==> src/rtl/core85_pkg.sv <==
// Shared definitions for the 8085-style core: decoded-instruction bit map,
// T-state encoding, bus status codes and a machine-cycle field helper.
package core85_pkg;

  localparam int INST_GO6 = 0;
  localparam int INST_DAD = 1;
  localparam int INST_HLT = 2;
  localparam int INST_DIO = 3;
  localparam int INST_CYL = 4;
  localparam int INST_RWL = 8;
  localparam int INST_CCC = 12;

  typedef enum logic [2:0] {
    T1   = 3'd0,
    T2   = 3'd1,
    TW   = 3'd2,
    T3   = 3'd3,
    T4   = 3'd4,
    T5   = 3'd5,
    T6   = 3'd6,
    HALT = 3'd7
  } tstate_e;

  localparam logic [1:0] ST_HALT  = 2'b00;
  localparam logic [1:0] ST_WRITE = 2'b01;
  localparam logic [1:0] ST_READ  = 2'b10;
  localparam logic [1:0] ST_FETCH = 2'b11;

  localparam logic [2:0] MC_HALT = 3'd0;
  localparam logic [2:0] MC_M1   = 3'd1;
  localparam logic [2:0] MC_M2   = 3'd2;
  localparam logic [2:0] MC_M3   = 3'd3;

  // Per-cycle flag for M2..M5 out of a 4-bit field; M1 and out-of-range give 0.
  function automatic logic cyc_flag(input logic [3:0] field, input logic [2:0] mc);
    case (mc)
      3'd2:    cyc_flag = field[0];
      3'd3:    cyc_flag = field[1];
      3'd4:    cyc_flag = field[2];
      3'd5:    cyc_flag = field[3];
      default: cyc_flag = 1'b0;
    endcase
  endfunction

endpackage

==> src/rtl/cycctl.sv <==
// Machine-cycle / T-state controller: sequences M1..M5 bus cycles from the
// decoded instruction info and drives bus strobes, status and load enables.
module cycctl
  import core85_pkg::*;
#(
  parameter int INSTSIZE = 13,
  parameter int INFO_CYC = 4
) (
  input  logic                clk,
  input  logic                rst,
  input  logic [INSTSIZE-1:0] chk_i,
  input  logic                ready,
  output logic                enb_c,
  output logic                enb_d,
  output logic                enbpc,
  output logic                enb_r,
  output logic                enb_w,
  output logic                ale,
  output logic                rd_,
  output logic                wr_,
  output logic                iom,
  output logic                s1,
  output logic                s0,
  output logic [2:0]          mcyc
);

  tstate_e               state_r, state_s;
  logic [2:0]            mcyc_r, mcyc_s;
  logic                  run_r;
  logic                  go6_r, go6_s;
  logic                  hlt_r, hlt_s;
  logic                  dio_r, dio_s;
  logic [INFO_CYC-1:0]   cyl_r, cyl_s;
  logic [INFO_CYC-1:0]   rw_r, rw_s;
  logic                  pend_w_r, pend_w_s;

  logic                  ale_s, rd_s, wr_s, iom_s;
  logic [1:0]            st_s;
  logic                  enb_c_s, enb_d_s, enbpc_s, enb_r_s, enb_w_s;
  logic                  bus_s, wr_cyc_s;

  // DAD and CCC are decoded upstream for other blocks only.
  logic                  unused_s;
  assign unused_s = ^{chk_i[INST_DAD], chk_i[INSTSIZE-1:INST_CCC]};

  // Next T-state, machine cycle and instruction capture.
  always_comb begin
    state_s = state_r;
    mcyc_s  = mcyc_r;
    go6_s   = go6_r;
    hlt_s   = hlt_r;
    dio_s   = dio_r;
    cyl_s   = cyl_r;
    rw_s    = rw_r;
    if (!run_r) begin
      state_s = T1;
      mcyc_s  = MC_M1;
    end else begin
      case (state_r)
        T1: state_s = T2;
        T2, TW: begin
          if (ready) state_s = T3;
          else       state_s = TW;
        end
        T3: begin
          if (mcyc_r == MC_M1) begin
            state_s = T4;
            go6_s   = chk_i[INST_GO6];
            hlt_s   = chk_i[INST_HLT];
            dio_s   = chk_i[INST_DIO];
            cyl_s   = chk_i[INST_CYL +: INFO_CYC];
            rw_s    = chk_i[INST_RWL +: INFO_CYC];
          end else if (hlt_r && (mcyc_r == MC_M2)) begin
            state_s = HALT;
            mcyc_s  = MC_HALT;
          end else if (cyc_flag(cyl_r, mcyc_r + 3'd1)) begin
            state_s = T1;
            mcyc_s  = mcyc_r + 3'd1;
          end else begin
            state_s = T1;
            mcyc_s  = MC_M1;
          end
        end
        T4: begin
          if (go6_r) begin
            state_s = T5;
          end else begin
            state_s = T1;
            mcyc_s  = cyl_r[0] ? MC_M2 : MC_M1;
          end
        end
        T5: state_s = T6;
        T6: begin
          state_s = T1;
          mcyc_s  = cyl_r[0] ? MC_M2 : MC_M1;
        end
        HALT: begin
          state_s = HALT;
          mcyc_s  = MC_HALT;
        end
        default: begin
          state_s = T1;
          mcyc_s  = MC_M1;
        end
      endcase
    end
  end

  // Deferred register write-back: armed at the fetch, fired in the next M1 T1.
  always_comb begin
    if ((state_r == T3) && (mcyc_r == MC_M1)) begin
      pend_w_s = |chk_i[INST_CYL +: INFO_CYC];
    end else if ((state_s == T1) && (mcyc_s == MC_M1)) begin
      pend_w_s = 1'b0;
    end else begin
      pend_w_s = pend_w_r;
    end
  end

  // Output decode for the state being entered, so outputs can be registered.
  always_comb begin
    ale_s    = 1'b0;
    rd_s     = 1'b1;
    wr_s     = 1'b1;
    iom_s    = 1'b0;
    st_s     = ST_HALT;
    enb_c_s  = 1'b0;
    enb_d_s  = 1'b0;
    enbpc_s  = 1'b0;
    enb_r_s  = 1'b0;
    enb_w_s  = 1'b0;
    bus_s    = (state_s == T2) || (state_s == TW) || (state_s == T3);
    wr_cyc_s = cyc_flag(rw_s, mcyc_s);
    case (state_s)
      HALT: st_s = ST_HALT;
      default: begin
        ale_s = (state_s == T1);
        rd_s  = !(bus_s && !wr_cyc_s);
        wr_s  = !(bus_s && wr_cyc_s);
        iom_s = (mcyc_s == MC_M3) && dio_s;
        if (mcyc_s == MC_M1) begin
          st_s    = ST_FETCH;
          enbpc_s = (state_s == T2);
          enb_c_s = (state_s == T3);
          enb_w_s = ((state_s == T4) && (cyl_s == {INFO_CYC{1'b0}})) ||
                    ((state_s == T1) && pend_w_r);
        end else if (wr_cyc_s) begin
          st_s    = ST_WRITE;
          enb_r_s = bus_s;
        end else begin
          st_s    = ST_READ;
          enb_d_s = (state_s == T3);
        end
      end
    endcase
  end

  // State, captured instruction and registered outputs.
  always_ff @(posedge clk or posedge rst) begin
    if (rst) begin
      state_r  <= T1;
      mcyc_r   <= MC_M1;
      run_r    <= 1'b0;
      go6_r    <= 1'b0;
      hlt_r    <= 1'b0;
      dio_r    <= 1'b0;
      cyl_r    <= {INFO_CYC{1'b0}};
      rw_r     <= {INFO_CYC{1'b0}};
      pend_w_r <= 1'b0;
      ale      <= 1'b0;
      rd_      <= 1'b1;
      wr_      <= 1'b1;
      iom      <= 1'b0;
      s1       <= 1'b0;
      s0       <= 1'b0;
      mcyc     <= MC_M1;
      enb_c    <= 1'b0;
      enb_d    <= 1'b0;
      enbpc    <= 1'b0;
      enb_r    <= 1'b0;
      enb_w    <= 1'b0;
    end else begin
      state_r  <= state_s;
      mcyc_r   <= mcyc_s;
      run_r    <= 1'b1;
      go6_r    <= go6_s;
      hlt_r    <= hlt_s;
      dio_r    <= dio_s;
      cyl_r    <= cyl_s;
      rw_r     <= rw_s;
      pend_w_r <= pend_w_s;
      ale      <= ale_s;
      rd_      <= rd_s;
      wr_      <= wr_s;
      iom      <= iom_s;
      s1       <= st_s[1];
      s0       <= st_s[0];
      mcyc     <= mcyc_s;
      enb_c    <= enb_c_s;
      enb_d    <= enb_d_s;
      enbpc    <= enbpc_s;
      enb_r    <= enb_r_s;
      enb_w    <= enb_w_s;
    end
  end

endmodule

==> config.mk <==
export PLATFORM = sky130hd
export DESIGN_NAME = cycctl
export DESIGN_NICKNAME = d
export VERILOG_FILES = /design/src/rtl/core85_pkg.sv /design/src/rtl/cycctl.sv
export SDC_FILE = /design/constraint.sdc
export NUM_CORES = 1
export LEC_CHECK = 0
export CAP_MARGIN = 25
export CORE_AREA = 2 2 58 70
export CTS_CLUSTER_SIZE = 12
export DETAILED_ROUTE_END_ITERATION = 8
export DIE_AREA = 0 0 60 72
export PLACE_DENSITY = 0.81
export SLEW_MARGIN = 20
export SYNTH_ARGS = -nofsm -noshare
export SYNTH_HDL_FRONTEND = slang
export SYNTH_SLANG_ARGS = --single-unit
export TNS_END_PERCENT = 10
==> constraint.sdc <==
create_clock -name clk -period 2.6 [get_ports clk]
set_input_delay 0.52 -clock clk [delete_from_list [all_inputs] [get_ports clk]]
set_output_delay 0.52 -clock clk [all_outputs]
set_load 0.02 [all_outputs]
## Word-level counts from Yosys, hierarchy flattened

Index checks and enable logic that the tools add are counted.

| storage, ports and cells | value |
|---|---|
| bits in registers | 30 |
| input port bits | 16 |
| output and inout bits | 14 |
| word-level logic and storage cells | 114 |

| cells by class | value |
|---|---|
| add/sub/neg operators | 1 |
| equality and inequality tests | 23 |
| muxes and demuxes | 49 |
| reduce and logical (&&, ||, !) cells | 21 |

Operators by type and width:

| cell | number |
|---|---|
| 3-bit equality test (second input constant) | 10 |
| 3-bit by 2-bit equality test with 1-bit output (second input constant) | 9 |
| 3-bit two-way mux | 9 |
| 1-bit two-way mux | 26 |
| 4-bit two-way mux | 6 |
| 3-bit case mux with 7 select lines | 1 |
| 3-bit by 1-bit equality test with 1-bit output (second input constant) | 4 |
| 3-bit case mux with 4 select lines | 1 |
| 1-bit logical AND | 8 |
| 2-bit two-way mux | 4 |
| 1-bit case mux with 4 select lines | 2 |
| 3-bit logical NOT | 2 |
| 4-bit logical NOT | 1 |
| 4-bit OR reduction | 1 |
| 3-bit by 1-bit adder with 3-bit output (second input constant) | 1 |
| 1-bit logical NOT | 3 |
| 1-bit logical OR | 3 |
| 3-bit AND reduction | 1 |
| 2-bit nonzero test | 1 |
| 2-bit OR reduction | 1 |

## Logic depth before layout (Yosys ltp)

| depth | value |
|---|---|
| word-level depth | 18 |
| depth in mapped cells | 9 |
| mapped depth without buffers | 9 |

## Worst setup path before layout

OpenSTA, ideal clock, no wires.

| timing | value |
|---|---|
| kind | flip-flop to flip-flop |
| from | reg mcyc_r[0] |
| to | reg s0 |
| setup time | 0.132 ns |
| arrival time | 2.364 ns |
| data required time | 2.468 ns |
| path slack | 0.104 ns |
| cell stages (with the launch flop) | 9 |
| path buffers | 1 |
| period minus slack after synthesis | 2.496 ns |
| cells stage by stage | dfstp_2 -> ha_1 -> or2b_4 -> nor3_2 -> buf_4 -> mux2_1 -> nor4_1 -> a2111o_1 -> nand3_1 |

| on the way | value |
|---|---|
| elaborated cells on any way between the ends | 36 |
| classes of those cells | 1 x add/sub; 12 x eq/ne; 22 x mux; 1 x reduce/logical |

RTL lines:

| item | line | source |
|---|---|---|
| start, declared | cycctl.sv:28 | `logic [2:0] mcyc_r, mcyc_s;` |
| start signal, assigned | cycctl.sv:184 | `mcyc_r <= mcyc_s;` |
| 3-bit by 1-bit equality test with 1-bit output | cycctl.sv:66 | `if (mcyc_r == MC_M1) begin` |
| 4-bit two-way mux | cycctl.sv:66 |  |
| 4-bit two-way mux | cycctl.sv:59 | `case (state_r)` |
| 4-bit two-way mux | cycctl.sv:55 | `if (!run_r) begin` |
| named net rw_s[2] | cycctl.sv:34 | `logic [INFO_CYC-1:0] rw_r, rw_s;` |
| 1-bit case mux with 4 select lines | core85_pkg.sv:36 | `case (mc)` |
| 2-bit two-way mux | cycctl.sv:147 | `end else if (wr_cyc_s) begin` |
| 2-bit two-way mux | cycctl.sv:141 | `if (mcyc_s == MC_M1) begin` |
| 2-bit two-way mux | cycctl.sv:134 | `case (state_s)` |
| named net st_s[0] | cycctl.sv:38 | `logic [1:0] st_s;` |
| end signal, assigned | cycctl.sv:197 | `s0 <= st_s[0];` |
| end, declared | cycctl.sv:23 | `output logic s0,` |

The timed path passes the listed nets, and every way through them passes these cells. The select of a mux whose other input is x is not followed.
A chain may end at the register's enable or synchronous reset.

## Worst setup path in the final report

| timing | value |
|---|---|
| from | reg mcyc_r[0] |
| to | reg pend_w_r |

| on the way | value |
|---|---|
| word-level cells in the longest chain between the ends | 15 |
| elaborated cells on any way between the ends | 29 |
| classes of those cells | 1 x add/sub; 7 x eq/ne; 16 x mux; 5 x reduce/logical |

Ends and longest elaborated chain:

| item | line | source |
|---|---|---|
| 3-bit by 1-bit adder with 3-bit output | cycctl.sv:76, cycctl.sv:78 |  |
| 3-bit equality test / 3-bit by 2-bit equality test with 1-bit output (equally long branches) | core85_pkg.sv:36 |  |
| 1-bit case mux with 4 select lines | core85_pkg.sv:36 |  |
| 1-bit two-way mux | cycctl.sv:73 | `end else if (hlt_r && (mcyc_r == MC_M2)) begin` |
| 1-bit two-way mux | cycctl.sv:66 |  |
| 1-bit two-way mux | cycctl.sv:59 |  |
| 1-bit two-way mux | cycctl.sv:55 |  |
| 3-bit two-way mux | cycctl.sv:76 | `end else if (cyc_flag(cyl_r, mcyc_r + 3'd1)) begin` |
| 3-bit two-way mux | cycctl.sv:73 |  |
| 3-bit two-way mux | cycctl.sv:66 |  |
| 3-bit case mux with 4 select lines | cycctl.sv:59 |  |
| 3-bit two-way mux | cycctl.sv:55 |  |
| 3-bit by 1-bit equality test with 1-bit output | cycctl.sv:113 | `end else if ((state_s == T1) && (mcyc_s == MC_M1)) begin` |
| 1-bit logical AND | cycctl.sv:113 |  |
| 2-bit nonzero test (no source line) | -- |  |
| end signal, assigned | cycctl.sv:191 | `pend_w_r <= pend_w_s;` |
| end, declared | cycctl.sv:35 | `logic pend_w_r, pend_w_s;` |

Several ways; a longest one is shown, not always the timed one. The select of a mux whose other input is x is not followed.

==> results.py <==
metrics = {
    "detailed_routing": {
        "first_iter_violations": 50,
        "firstDrtPassIters": 4,
        "vias": 1317,
        "ant_nets": 0,
        "drt-total-wl_microns": 4130,
        "viasPerCell": 5.51,
        "drc": 0,
        "drt-wirelength-per-cell_microns": 17.3,
    },
    "global_routing": {
        "overflow": 0,
        "grtUsageMet3_pct": 4.99,
        "track_usage_pct": 18.2,
        "met1_usage_pct": 22.6,
        "grt_first_pass_wirelength_microns": 5930,
        "gr-usage-met2_pct": 30.4,
        "grt_max_degree": 31,
        "antenna_found_initial": 0,
        "busiest_layer": "met2",
        "grt_pass1_vias": 1283,
    },
    "layout": {
        "fin_nets": 207,
        "multi_input_area_sq_um": 861,
        "layout.cells.non_filler": 239,
        "antenna_cells": 0,
        "register_area_sq_um": 754,
        "fillers": 305,
        "layout-drive-gt1-share_pct": 25.7,
        "syn2layout_area_growth_pct": 34.8,
    },
    "sta": {
        "fin_skew_ns": 0.00856,
        "rsz0062_at_grt": "yes",
        "slew_viol_final": 0,
        "final-hold-violation-count": 0,
        "fmax_ghz": 0.385,
        "fin_setup_tns_ns": 0,
        "setup_viol": 0,
        "maxSlewHeadroom_pct": 58.5,
        "min_period_ns": 2.60,
        "tightest_slew_ns": 0.619,
        "fin_crit_sh_pct": 99.8,
    },
    "logic_synthesis": {
        "yosys-top-cells-count": "27 x dfrtp_1, 12 x inv_1, 10 x mux2_2",
        "ys_warn_count": 0,
        "netlist_top_cells_area": "dfrtp_1 42%, mux2_2 7.0%, dfstp_2 4.9%",
        "yosysSeqAreaShare_pct": 46.8,
        "synth_seq_cells": 30,
        "synth-async-reset-ratio_pct": 100,
        "synth.most_common_cell": "dfrtp_1",
        "syn_area_per_cell_sq_um": 11.0,
        "yosys.area.top_type": "dfrtp_1",
        "synth_cell_types": 47,
        "synthesis.nets": 168,
        "synth_top_area_share_pct": 41.9,
        "synthFlopType": "dfrtp_1",
        "synth_edf_count": 0,
        "syn_inst": 147,
        "synth_area_sq_um": 1610,
    },
    "worst_setup_path": {
        "path_max_fanout": 7,
        "critPathRequiredTime_ns": 2.76,
        "cp.arrival_ns": 2.76,
        "path_class": "flip-flop to flip-flop",
        "cp-endpoint": "pend_w_r",
        "r2r_start": "mcyc_r[0]",
        "reg2reg_depth": 8,
        "worst_r2r_endpoint": "pend_w_r",
        "crit_start": "mcyc_r[0]",
        "crit_path_end_kind": "flip-flop",
        "worstSetupStartpointType": "flip-flop",
        "r2r_slack_ns": 0.004,
    },
    "power": {
        "vdd_drop_max_mv": 0.406,
        "leakage_nw": 0.937,
        "power_density_nw_per_um2": 796,
    },
    "run": {
        "maxCapViolCount": 0,
    },
    "placement": {
        "place.gp.congestion": 1.03,
        "dp_hpwl_microns": 2730,
        "numPlacedInstances": 229,
        "portBuffers": 27,
    },
    "floorplanning": {
        "die-area_sq_um": 4320,
        "die_x_microns": 60,
        "initial_utilization_pct": 44.4,
        "coreArea_sq_um": 3630,
        "die_h_microns": 72,
        "row_count": 24,
        "io_pins": 30,
    },
    "clock_tree": {
        "root_buffer": "clkbuf_8",
        "clkLatencyLatePin_ns": 0.28,
        "clockBufferDepth": 2,
        "cts_max_level": 2,
        "cts_inserted_buffers": 5,
        "cts_tree": "done",
        "cts.sinks": 30,
        "path_clk_slew_ns": 0.07,
    },
    "worst_hold_path": {
        "hold_class": "flip-flop to flip-flop",
    },
    "status": {
        "status": "completed",
    },
}
[logic make-up after synthesis]
logic type,count (synthesis),synth area share [%]
compound gates,37,18.5
xor+xnor,1,1.01
fa+ha+maj,6,4.50
buf+inv,18,5.74
flops,30,46.8
mux,14,9.54
other cells,1,0.233
simple gates,40,13.7
[what timing repair did]
| action | CTS | global route |
|---|---|---|
| hold endpoints to repair | 0 | 0 |
| gates resized for setup | 3 | 14 |
| setup endpoints to repair | 7 | 10 |
| hold buffers | 0 | 0 |
| pin swaps | 0 | 5 |
| buffers inserted | 0 | 2 |
[state kept, by name (all words and copies together) (netlist names), 3 cells and up]
| register | count |
|---|---|
| cyl_r | 4 |
| mcyc_r | 3 |
| rw_r | 4 |
| state_r | 3 |
[cell usage in the layout (no fill, tap or decap), types with 2 or more instances in the layout]
cell	Yosys	layout
a2111o_1	2	2
a21o_1	5	5
a21oi_1	7	6
a22o_1	2	2
and2_1	2	2
buf_4	2	10
clkbuf_8	0	6
clkdlybuf4s50_1	0	27
dfrtp_1	27	27
dfstp_2	3	3
ha_1	5	5
inv_1	12	11
mux2_2	10	10
mux2i_1	3	2
nand2_1	7	7
nand2b_1	3	3
nand3_1	3	2
nor2_1	7	7
nor2b_1	2	2
nor3_1	4	4
nor4_4	0	3
o2111ai_1	2	2
o21ai_1	2	3
o22ai_1	3	3
[where the power goes]
part / switching [mW] / internal, mW
sequential: 0.0940 / 0.602
combinational: 0.350 / 0.304
clock: 0.167 / 0.213
[per-layer routing]
metal | wire, microns | part of all wire, % | up-vias
li1 | - | - | 610
met1 | 1590 | 38 | 642
met2 | 2210 | 53 | 57
met3 | 238 | 5.8 | 8
met4 | 96 | 2.3 | 0
met5 | 0 | 0 | -
[through the flow]
stage | worst slack, ns | power (mW) | instance area [sq um] | hold WS [ns] | utilization [%]
6_report | 0.00429 | 1.73 | 2170 | 0.517 | 59.8
5_1_grt | -0.0603 | 1.82 | 2170 | 0.529 | 59.8
4_1_cts | -0.0160 | 1.65 | 2080 | 0.513 | 57.1
3_5_place_dp | -0.0629 | 1.26 | 1970 | 0.499 | 54.2
3_3_place_gp | 0.0264 | 1.23 | 1970 | 0.476 | 54.2
2_1_floorplan | 0.104 | 1.06 | 1610 | 0.456 | -
[final cells by class]
cell class                 count  share of cell area (%)
multi-input combinational     99                    39.6
sequential                    30                    34.7
timing repair buffer          38                    16.4
clock buffer                   7                    3.97
tap                           52                    2.99
inverter                      12                    2.07
clock inverter                 1                   0.230
[worst min path at each step]
stage | start | to | slack [ns] | cells after the start
6_report | dio_r | dio_r | 0.52 | 1
5_1_grt | dio_r | dio_r | 0.53 | 1
4_1_cts | dio_r | dio_r | 0.51 | 1
3_5_place_dp | dio_r | dio_r | 0.50 | 1
3_3_place_gp | rw_r[2] | rw_r[2] | 0.48 | 1
2_1_floorplan | rw_r[2] | rw_r[2] | 0.46 | 1
[worst max-delay path, stage by stage (launching register included)]
cell     delay (ns)
dfstp_2        0.60
inv_1          0.09
ha_1           0.20
a22o_1         0.26
mux2_2         0.32
a21oi_4        0.27
or3_4          0.23
nand3_2        0.17
o31a_1         0.32
(Power assumes the default switching activity.)
